**config.mk**
```make
export PLATFORM = sky130hd
export DESIGN_NAME = intr_prio
export DESIGN_NICKNAME = d
export VERILOG_FILES = /design/src/rtl/intr_prio.sv
export SDC_FILE = /design/constraint.sdc
export NUM_CORES = 1
export LEC_CHECK = 0
export CORE_ASPECT_RATIO = 0.75
export CORE_MARGIN = 4
export CORE_UTILIZATION = 42
export CTS_CLUSTER_SIZE = 12
export DETAILED_ROUTE_END_ITERATION = 8
export GPL_ROUTABILITY_DRIVEN = 0
export PLACE_DENSITY = 0.71
export RECOVER_POWER = 25
export SLEW_MARGIN = 15
export SYNTH_ARGS = -nofsm -noshare
export SYNTH_HDL_FRONTEND = slang
export SYNTH_SLANG_ARGS = --single-unit
```
**constraint.sdc**
```tcl
create_clock -name clk -period 9.3 [get_ports clk]
set_clock_uncertainty 0.1 [all_clocks]
set_input_delay 0.93 -clock clk [delete_from_list [all_inputs] [get_ports clk]]
set_output_delay 0.93 -clock clk [all_outputs]
set_load 0.01 [all_outputs]
```
**src/rtl/intr_prio.sv**
```systemverilog
// Prioritised interrupt controller: NSRC sources with enable, edge/level mode,
// polarity and 2-bit priority; threshold, claim register and software-set pending.
module intr_prio #(
  parameter int NSRC = 8,
  parameter int RV   = 16,
  parameter int SYNC = 1
) (
  input  logic            clk,
  input  logic            reset,
  input  logic [NSRC-1:0] irq_in,
  input  logic [3:0]      io_addr,
  input  logic            io_write,
  input  logic            io_read,
  input  logic [RV-1:0]   io_wdata,
  output logic [RV-1:0]   io_rdata,
  output logic            interrupt
);

  logic [NSRC-1:0]   pend_r, enable_r, mode_r, pol_r, prev_r;
  logic [1:0]        thresh_r;
  logic [2*NSRC-1:0] prio_r;

  logic [NSRC-1:0]   s_s, s2_s, edge_s, w1c_s, swset_s, mode_clr_s, claim_mask_s, pend_nxt_s;
  logic [2*NSRC-1:0] prio_nxt_s;
  logic [31:0]       prio_full_s;
  logic              wr_pend_s, wr_en_s, wr_mode_s, wr_pol_s, wr_thr_s, wr_swset_s;
  logic              wr_plo_s, wr_phi_s, claim_s, valid_s;
  logic [3:0]        win_id_s;
  logic [1:0]        best_s;

  assign wr_pend_s  = io_write && (io_addr == 4'd0);
  assign wr_en_s    = io_write && (io_addr == 4'd1);
  assign wr_mode_s  = io_write && (io_addr == 4'd2);
  assign wr_pol_s   = io_write && (io_addr == 4'd3);
  assign wr_thr_s   = io_write && (io_addr == 4'd4);
  assign wr_swset_s = io_write && (io_addr == 4'd6);
  assign wr_plo_s   = io_write && (io_addr == 4'd8);
  assign wr_phi_s   = io_write && (io_addr == 4'd9);
  assign claim_s    = io_read && (io_addr == 4'd5) && valid_s;

  assign s_s = irq_in ^ pol_r;

  if (SYNC != 0) begin : g_sync
    logic [NSRC-1:0] s1_r, s2_r;
    // Double-flop synchroniser for asynchronous source lines
    always_ff @(posedge clk) begin
      if (reset) begin
        s1_r <= {NSRC{1'b0}};
        s2_r <= {NSRC{1'b0}};
      end else begin
        s1_r <= s_s;
        s2_r <= s1_r;
      end
    end
    assign s2_s = s2_r;
  end else begin : g_nosync
    assign s2_s = s_s;
  end

  // Edge-mode events; clear/set masks only ever touch edge-mode bits
  assign edge_s     = s2_s & ~prev_r & mode_r;
  assign w1c_s      = wr_pend_s ? (io_wdata[NSRC-1:0] & mode_r) : {NSRC{1'b0}};
  assign swset_s    = wr_swset_s ? (io_wdata[NSRC-1:0] & mode_r) : {NSRC{1'b0}};
  assign mode_clr_s = wr_mode_s ? (io_wdata[NSRC-1:0] & ~mode_r) : {NSRC{1'b0}};

  // Winner search: strict compare keeps the lowest index on ties, and
  // seeding with the threshold makes priority 0 ineligible
  always_comb begin
    valid_s  = 1'b0;
    win_id_s = 4'd0;
    best_s   = thresh_r;
    for (int i = 0; i < NSRC; i++) begin
      logic hit;
      hit      = pend_r[i] && enable_r[i] && (prio_r[2*i +: 2] > best_s);
      valid_s  = valid_s | hit;
      win_id_s = hit ? 4'(i) : win_id_s;
      best_s   = hit ? prio_r[2*i +: 2] : best_s;
    end
  end

  // Per-source next pending value and priority write merge
  always_comb begin
    claim_mask_s = {NSRC{1'b0}};
    prio_nxt_s   = prio_r;
    for (int i = 0; i < NSRC; i++) begin
      logic sel;
      claim_mask_s[i]      = claim_s && mode_r[i] && (win_id_s == 4'(i));
      sel                  = (i < 8) ? wr_plo_s : wr_phi_s;
      prio_nxt_s[2*i +: 2] = sel ? io_wdata[2*(i%8) +: 2] : prio_r[2*i +: 2];
    end
    pend_nxt_s = ((mode_r & (edge_s | swset_s | (pend_r & ~w1c_s & ~claim_mask_s)))
                 | (~mode_r & s2_s)) & ~mode_clr_s;
  end

  // Control/status registers and registered CPU request
  always_ff @(posedge clk) begin
    if (reset) begin
      pend_r    <= {NSRC{1'b0}};
      enable_r  <= {NSRC{1'b0}};
      mode_r    <= {NSRC{1'b0}};
      pol_r     <= {NSRC{1'b0}};
      prev_r    <= {NSRC{1'b0}};
      thresh_r  <= 2'b00;
      prio_r    <= {(2*NSRC){1'b0}};
      interrupt <= 1'b0;
    end else begin
      pend_r    <= pend_nxt_s;
      prev_r    <= s2_s;
      prio_r    <= prio_nxt_s;
      interrupt <= valid_s;
      if (wr_en_s)   enable_r <= io_wdata[NSRC-1:0];
      if (wr_mode_s) mode_r   <= io_wdata[NSRC-1:0];
      if (wr_pol_s)  pol_r    <= io_wdata[NSRC-1:0];
      if (wr_thr_s)  thresh_r <= io_wdata[1:0];
    end
  end

  // Register read mux, combinational from io_addr
  always_comb begin
    prio_full_s                = 32'h0000_0000;
    prio_full_s[2*NSRC-1:0]    = prio_r;
    io_rdata                   = {RV{1'b0}};
    case (io_addr)
      4'd0: io_rdata[NSRC-1:0] = pend_r;
      4'd1: io_rdata[NSRC-1:0] = enable_r;
      4'd2: io_rdata[NSRC-1:0] = mode_r;
      4'd3: io_rdata[NSRC-1:0] = pol_r;
      4'd4: io_rdata[1:0]      = thresh_r;
      4'd5: begin
        io_rdata[RV-1] = valid_s;
        io_rdata[3:0]  = win_id_s;
      end
      4'd8: io_rdata[15:0]     = prio_full_s[15:0];
      4'd9: io_rdata[15:0]     = prio_full_s[31:16];
      default: io_rdata        = {RV{1'b0}};
    endcase
  end

endmodule

```
# Word-level counts from Yosys, hierarchy flattened
# Index checks and enable logic that the tools add are counted.
# word_totals
regBits	75
output_inout_bits	17
wordCells	122
in_bits	32
# classes
bitwise	25
reduce_logical	43
mux	22
order_cmp	8
eq_ne	14
# op_table
cell	count
$and 8x8->8	9
$logic_and 1x1->1	41
$not 8->8	5
$mux 8	3
$or 8x8->8	3
$pmux 4 s5	1
$mux 2	9
$gt 2x2->1	8
$pmux 2 s7	1
$eq 3x3->1 const B	4
$eq 4x3->1 const B	3
$mux 3	4
$pmux 2 s6	1
$eq 4x2->1 const B	2
$logic_not 4->1	2
$xor 8x8->8	1
$mux 7	1
$or 1x1->1	7
$eq 3x2->1 const B	2
$eq 4x1->1 const B	1
$eq 4x4->1 const B	1
$eq 3x1->1 const B	1
$pmux 1 s2	1
$mux 1	1

# Longest topological paths before layout
# logic_depth
depth_word	33
depth_mapped	50
ltp_nobuf	49

# Worst setup path before layout
# No wires, ideal clock.
# synth_path
path_kind	register to output
start	register thresh_r[1]
end	output io_rdata[15]
arrival_time_ns	9.006
path_slack_ns	-0.736
path_buffers	1
path_stages_with_launch	47
t_required_ns	8.270
path_cell_list	dfxtp_1 -> clkinv_1 -> ha_1 -> and2_2 -> a211oi_4 -> mux2_2 -> ha_1 -> nor2_1 -> o221ai_1 -> a211oi_1 -> nor2_1 -> ha_1 -> nor2_1 -> and2_2 -> o211a_1 -> o31ai_1 -> ha_1 -> nor3_1 -> [11 not listed] -> nor2_1 -> o2111ai_1 -> o32ai_1 -> clkbuf_1 -> a21oi_1 -> a22oi_1 -> ha_1 -> nand2_1 -> o2111ai_1 -> nand2_1 -> o21ai_0 -> ha_1 -> nor2b_1 -> o2111ai_1 -> nand2_1 -> inv_1 -> nand4_1 -> a22o_1
# synth_via
elab_chain_len	25
elab_cells_between_ends	31
classes_between	order compare: 8; mux: 8; bitwise: 7; reduce/logical: 8
# synth_rtl
item	line	text
start, declared	20	logic [1:0] thresh_r;
start signal, assigned	114	if (wr_thr_s) thresh_r <= io_wdata[1:0];
$gt 2x2->1	74	hit = pend_r[i] && enable_r[i] && (prio_r[2*i +: 2] > best_s);
$logic_and 1x1->1	74	
$mux 2	77	best_s = hit ? prio_r[2*i +: 2] : best_s;
$gt 2x2->1	74	
$logic_and 1x1->1	74	
$mux 2	77	
$gt 2x2->1	74	
$logic_and 1x1->1	74	
[9 not listed]	n/a	
$mux 2	77	
$gt 2x2->1	74	
$logic_and 1x1->1	74	
$mux 2	77	
$gt 2x2->1	74	
$logic_and 1x1->1	74	
$or 1x1->1 (*)	75	valid_s = valid_s | hit;
$pmux 1 s2 (*)	123	case (io_addr)
end, declared	15	output logic [RV-1:0] io_rdata,
# Every way passes the cells marked *; elsewhere a longest branch is shown, timed or not.

# Final worst setup path
# layout_path
start	register thresh_r[1]
end	output io_rdata[2]
# layout_via
elab_chain_len	25
elab_cells_between_ends	28
classes_between	order compare: 8; mux: 12; reduce/logical: 8
# layout_rtl
item	line	text
$gt 2x2->1	74	
$logic_and 1x1->1	74	
$mux 2 (*)	77	
$gt 2x2->1	74	
$logic_and 1x1->1	74	
$mux 2 (*)	77	
$gt 2x2->1	74	
$logic_and 1x1->1	74	
[9 not listed]	n/a	
$mux 2	77	
$gt 2x2->1	74	
$logic_and 1x1->1	74	
$mux 2	77	
$gt 2x2->1	74	
$logic_and 1x1->1	74	
$mux 3 (*)	76	win_id_s = hit ? 4'(i) : win_id_s;
$pmux 2 s6 (*)	123	
# Marked as above.

==> results.md <==
- Antenna Violating Nets Remaining: 0
- CTS Hold Bufs: 0
- Crit path top cell by count: buf_4
- Kind of critical path: reg -> out
- Sequential Area: 1504 um2
- Worst-case vdd ir drop: 121.0 uV
- Vias in the first global route: approximately 4200
- CP arrival: roughly 9 ns
- Mean post-synth cell area: 7.827 um2
- Routed wire per std cell: between 15 and 20 um
- Cell Count, Final, Fillers Out: 741
- Diode count: 0
- Final nets: 651
- Largest net degree at the start of global routing: 76
- TritonCTS Buffers: 9
- DRT Pass-1 Iters: 5
- Unrepaired setup endpoints after global routing: true
- Synth Flop Type: dfxtp_1
- Syn_nets: 551
- Area share of the largest cell type after synthesis: 0.3776
- Area growth syn-to-layout: 42.76%
- Initial Util: 0.4359
- GR Overflow Total: 0
- Cell taking the most area after synthesis: dfxtp_1
- Filler cells: 766
- Status: finished, violations left
- Final hold viol count: 0
- Leak Pwr: 2.109 nW
- Clk_lat worst skew: 0.34 ns
- Die width: around 120 um
- I/O Buffers: between 40 and 50
- GR Util All Layers: 0.2362
- Die Y: a little over 90 um
- Total core area: 9121 um2
- CP max stage delay: 0.35 ns
- Io pins: 49
- Register area share after synthesis: 0.3776
- Num rows: 30
- Clock Sinks: 75
- Total number of vias: 4318
- Failing checks: max-capacitance violations, max-slew violations, negative setup slack
- MaxCap Viol Count: 1
- Synth Warn #: 0
- Cell Pwr Density: 127.5 nW/um2
- Placed Cells: 685
- Slowest CP cell: dfxtp_2
- Syn Std Cell Area: about 4000 um2
- Post-route setup slack: -0.4994 ns
- Worst EP required: 8.27 ns
- EDFF count, synth: 0
- Initial antenna violation count: 0
- Critical path launch point type: flop
- Worst rel slew slack: -1.240
- Drt total wl: 13190 um
- Die footprint: approximately 11000 um2
- CTS tree: yes
- Worst-Margin Slew: 3.360 ns
- Multi-input gate area: roughly 2700 um2
- Crit-path max FO: 4
- Final hold slack: 0.3337 ns
- Clk slew on worst S/H paths: roughly 0.060 ns
- Setup TNS Final: -2.049 ns
- CTS Buffer Depth: 2
- Crit path max-delay family: compound AO/OA/AOI/OAI gates
- Min cycle time layout: 9.799 ns
- Hold Path Class: reg -> reg
- Crit path buffers/inverters: 14
- Share of cells above drive strength 1: 0.2463
- Critical path capture point type: output pin
- H-tree Lvls: 3
- Vias per cell: 5.827
- Max Transition Viols Final: 76
- Final period util: 1.054
- Final core area utilization: 0.6224
- Post-route DRC violation count: 0
- Area contributors post-synth: dfxtp_1 38%, nand2_1 8.6%, a21oi_1 6.4%
- First-pass GRT wire length: 20960 um
- Clk root buf: clkbuf_16
- Initial DRC count: 515
- Ys async rst share: 0
- F_max: about 0.10 GHz
- Dpl hpwl: 8522 um
- Register bit total from synthesis: 75
- Netlist cell types: 60
- Final Setup Violations: 7
- Gate Count Post-Synth: between 500 and 600
-- power breakdown --
group | leakage [nW] | total [mW] | switching (mW) | internal [mW]
clock | 0.136 | 0.325 | 0.136 | 0.189
sequential | 0.611 | 0.336 | 0.00658 | 0.329
combinational | 1.36 | 0.0635 | 0.0332 | 0.0303
total | 2.11 | 0.724 | 0.176 | 0.548
-- state kept, by name, indices dropped and copies added (netlist names) --
register,flops
g_sync.s1_r,8
enable_r,8
prev_r,8
g_sync.s2_r,8
prio_r,16
thresh_r,2
mode_r,8
pol_r,8
pend_r,8
interrupt,1
-- stage by stage --
stage	setup slack (ns)	power [mW]	instance area, um2
floorplan	-0.03098	0.3695	4061
global placement	-0.1500	0.3960	4805
detailed placement	-0.5981	0.3976	4805
CTS	-0.3872	0.7252	5482
global route	-0.8685	0.7511	5677
finish	-0.4994	0.7240	5677
-- synthesized netlist by cell type (10+ instances only) --
cell type  instances
inv_1             18
o21ai_0           18
nand3_1           30
nand2_1           91
nor2_1            38
clkbuf_1          22
ha_1              11
a21oi_1           51
nor2b_1           18
and2_1            10
dfxtp_1           75
mux2i_1           16
-- cell type report --
| type | count | share of cell area |
|---|---|---|
| clock inverter | 5 | 0.006833 |
| timing repair buffer | 116 | 0.1754 |
| multi-input combinational | 387 | 0.4684 |
| tap | 128 | 0.02821 |
| inverter | 19 | 0.01345 |
| clock buffer | 11 | 0.04276 |
| sequential | 75 | 0.2649 |
-- cells in the final DEF, fill, tap and decap left out, types with 8 or more instances in the layout --
master | netlist | routed
buf_6 | 0 | 9
nor2b_1 | 18 | 16
nand2_1 | 91 | 86
nand3_1 | 30 | 26
clkdlybuf4s50_1 | 0 | 43
dfxtp_1 | 75 | 73
a21oi_1 | 51 | 49
mux2i_1 | 16 | 16
clkbuf_16 | 0 | 9
xnor2_1 | 8 | 8
inv_1 | 18 | 15
and2_1 | 10 | 10
buf_4 | 0 | 58
o21ai_0 | 18 | 12
nor2_1 | 38 | 32
-- worst paths after layout --
kind | start | endpoint | slack [ns] | depth (start not counted)
worst max-delay path | thresh_r[1] | io_rdata[2] | -0.50 | 52
worst max register to register | thresh_r[1] | pend_r[0] | -0.06 | 55
worst min register to register | g_sync.s1_r[5] | g_sync.s2_r[5] | 0.33 | 1
worst min-delay path | g_sync.s1_r[5] | g_sync.s2_r[5] | 0.33 | 1
-- kinds of logic (layout without fill, tap and decap cells) --
logic type,after synthesis,in the layout,share of synthesized area
AND/OR/NAND/NOR,221,221,0.2615
adder cells (fa/ha/maj),11,11,0.03461
multiplexers,18,18,0.04594
XOR/XNOR,8,8,0.01762
buffers and inverters,46,151,0.04437
flip-flops,75,75,0.3776
AO/OA/AOI/OAI,129,129,0.2184
-- metal layers --
layer	part of all wire	up-vias	global-route usage
met5	0	-	0
met4	0.029	0	0.09528
li1	-	2005	-
met2	0.45	206	0.3689
met1	0.44	2065	0.3136
met3	0.079	42	0.05734
-- timing repair --
item                                    CTS  global route
pin swaps                                38            40
endpoints found under the setup margin    4            13
setup buffers                            36            11
gates resized for setup                  56            38
gates cloned                              0             0
No activity file was read; power rests on OpenSTA's default activity.
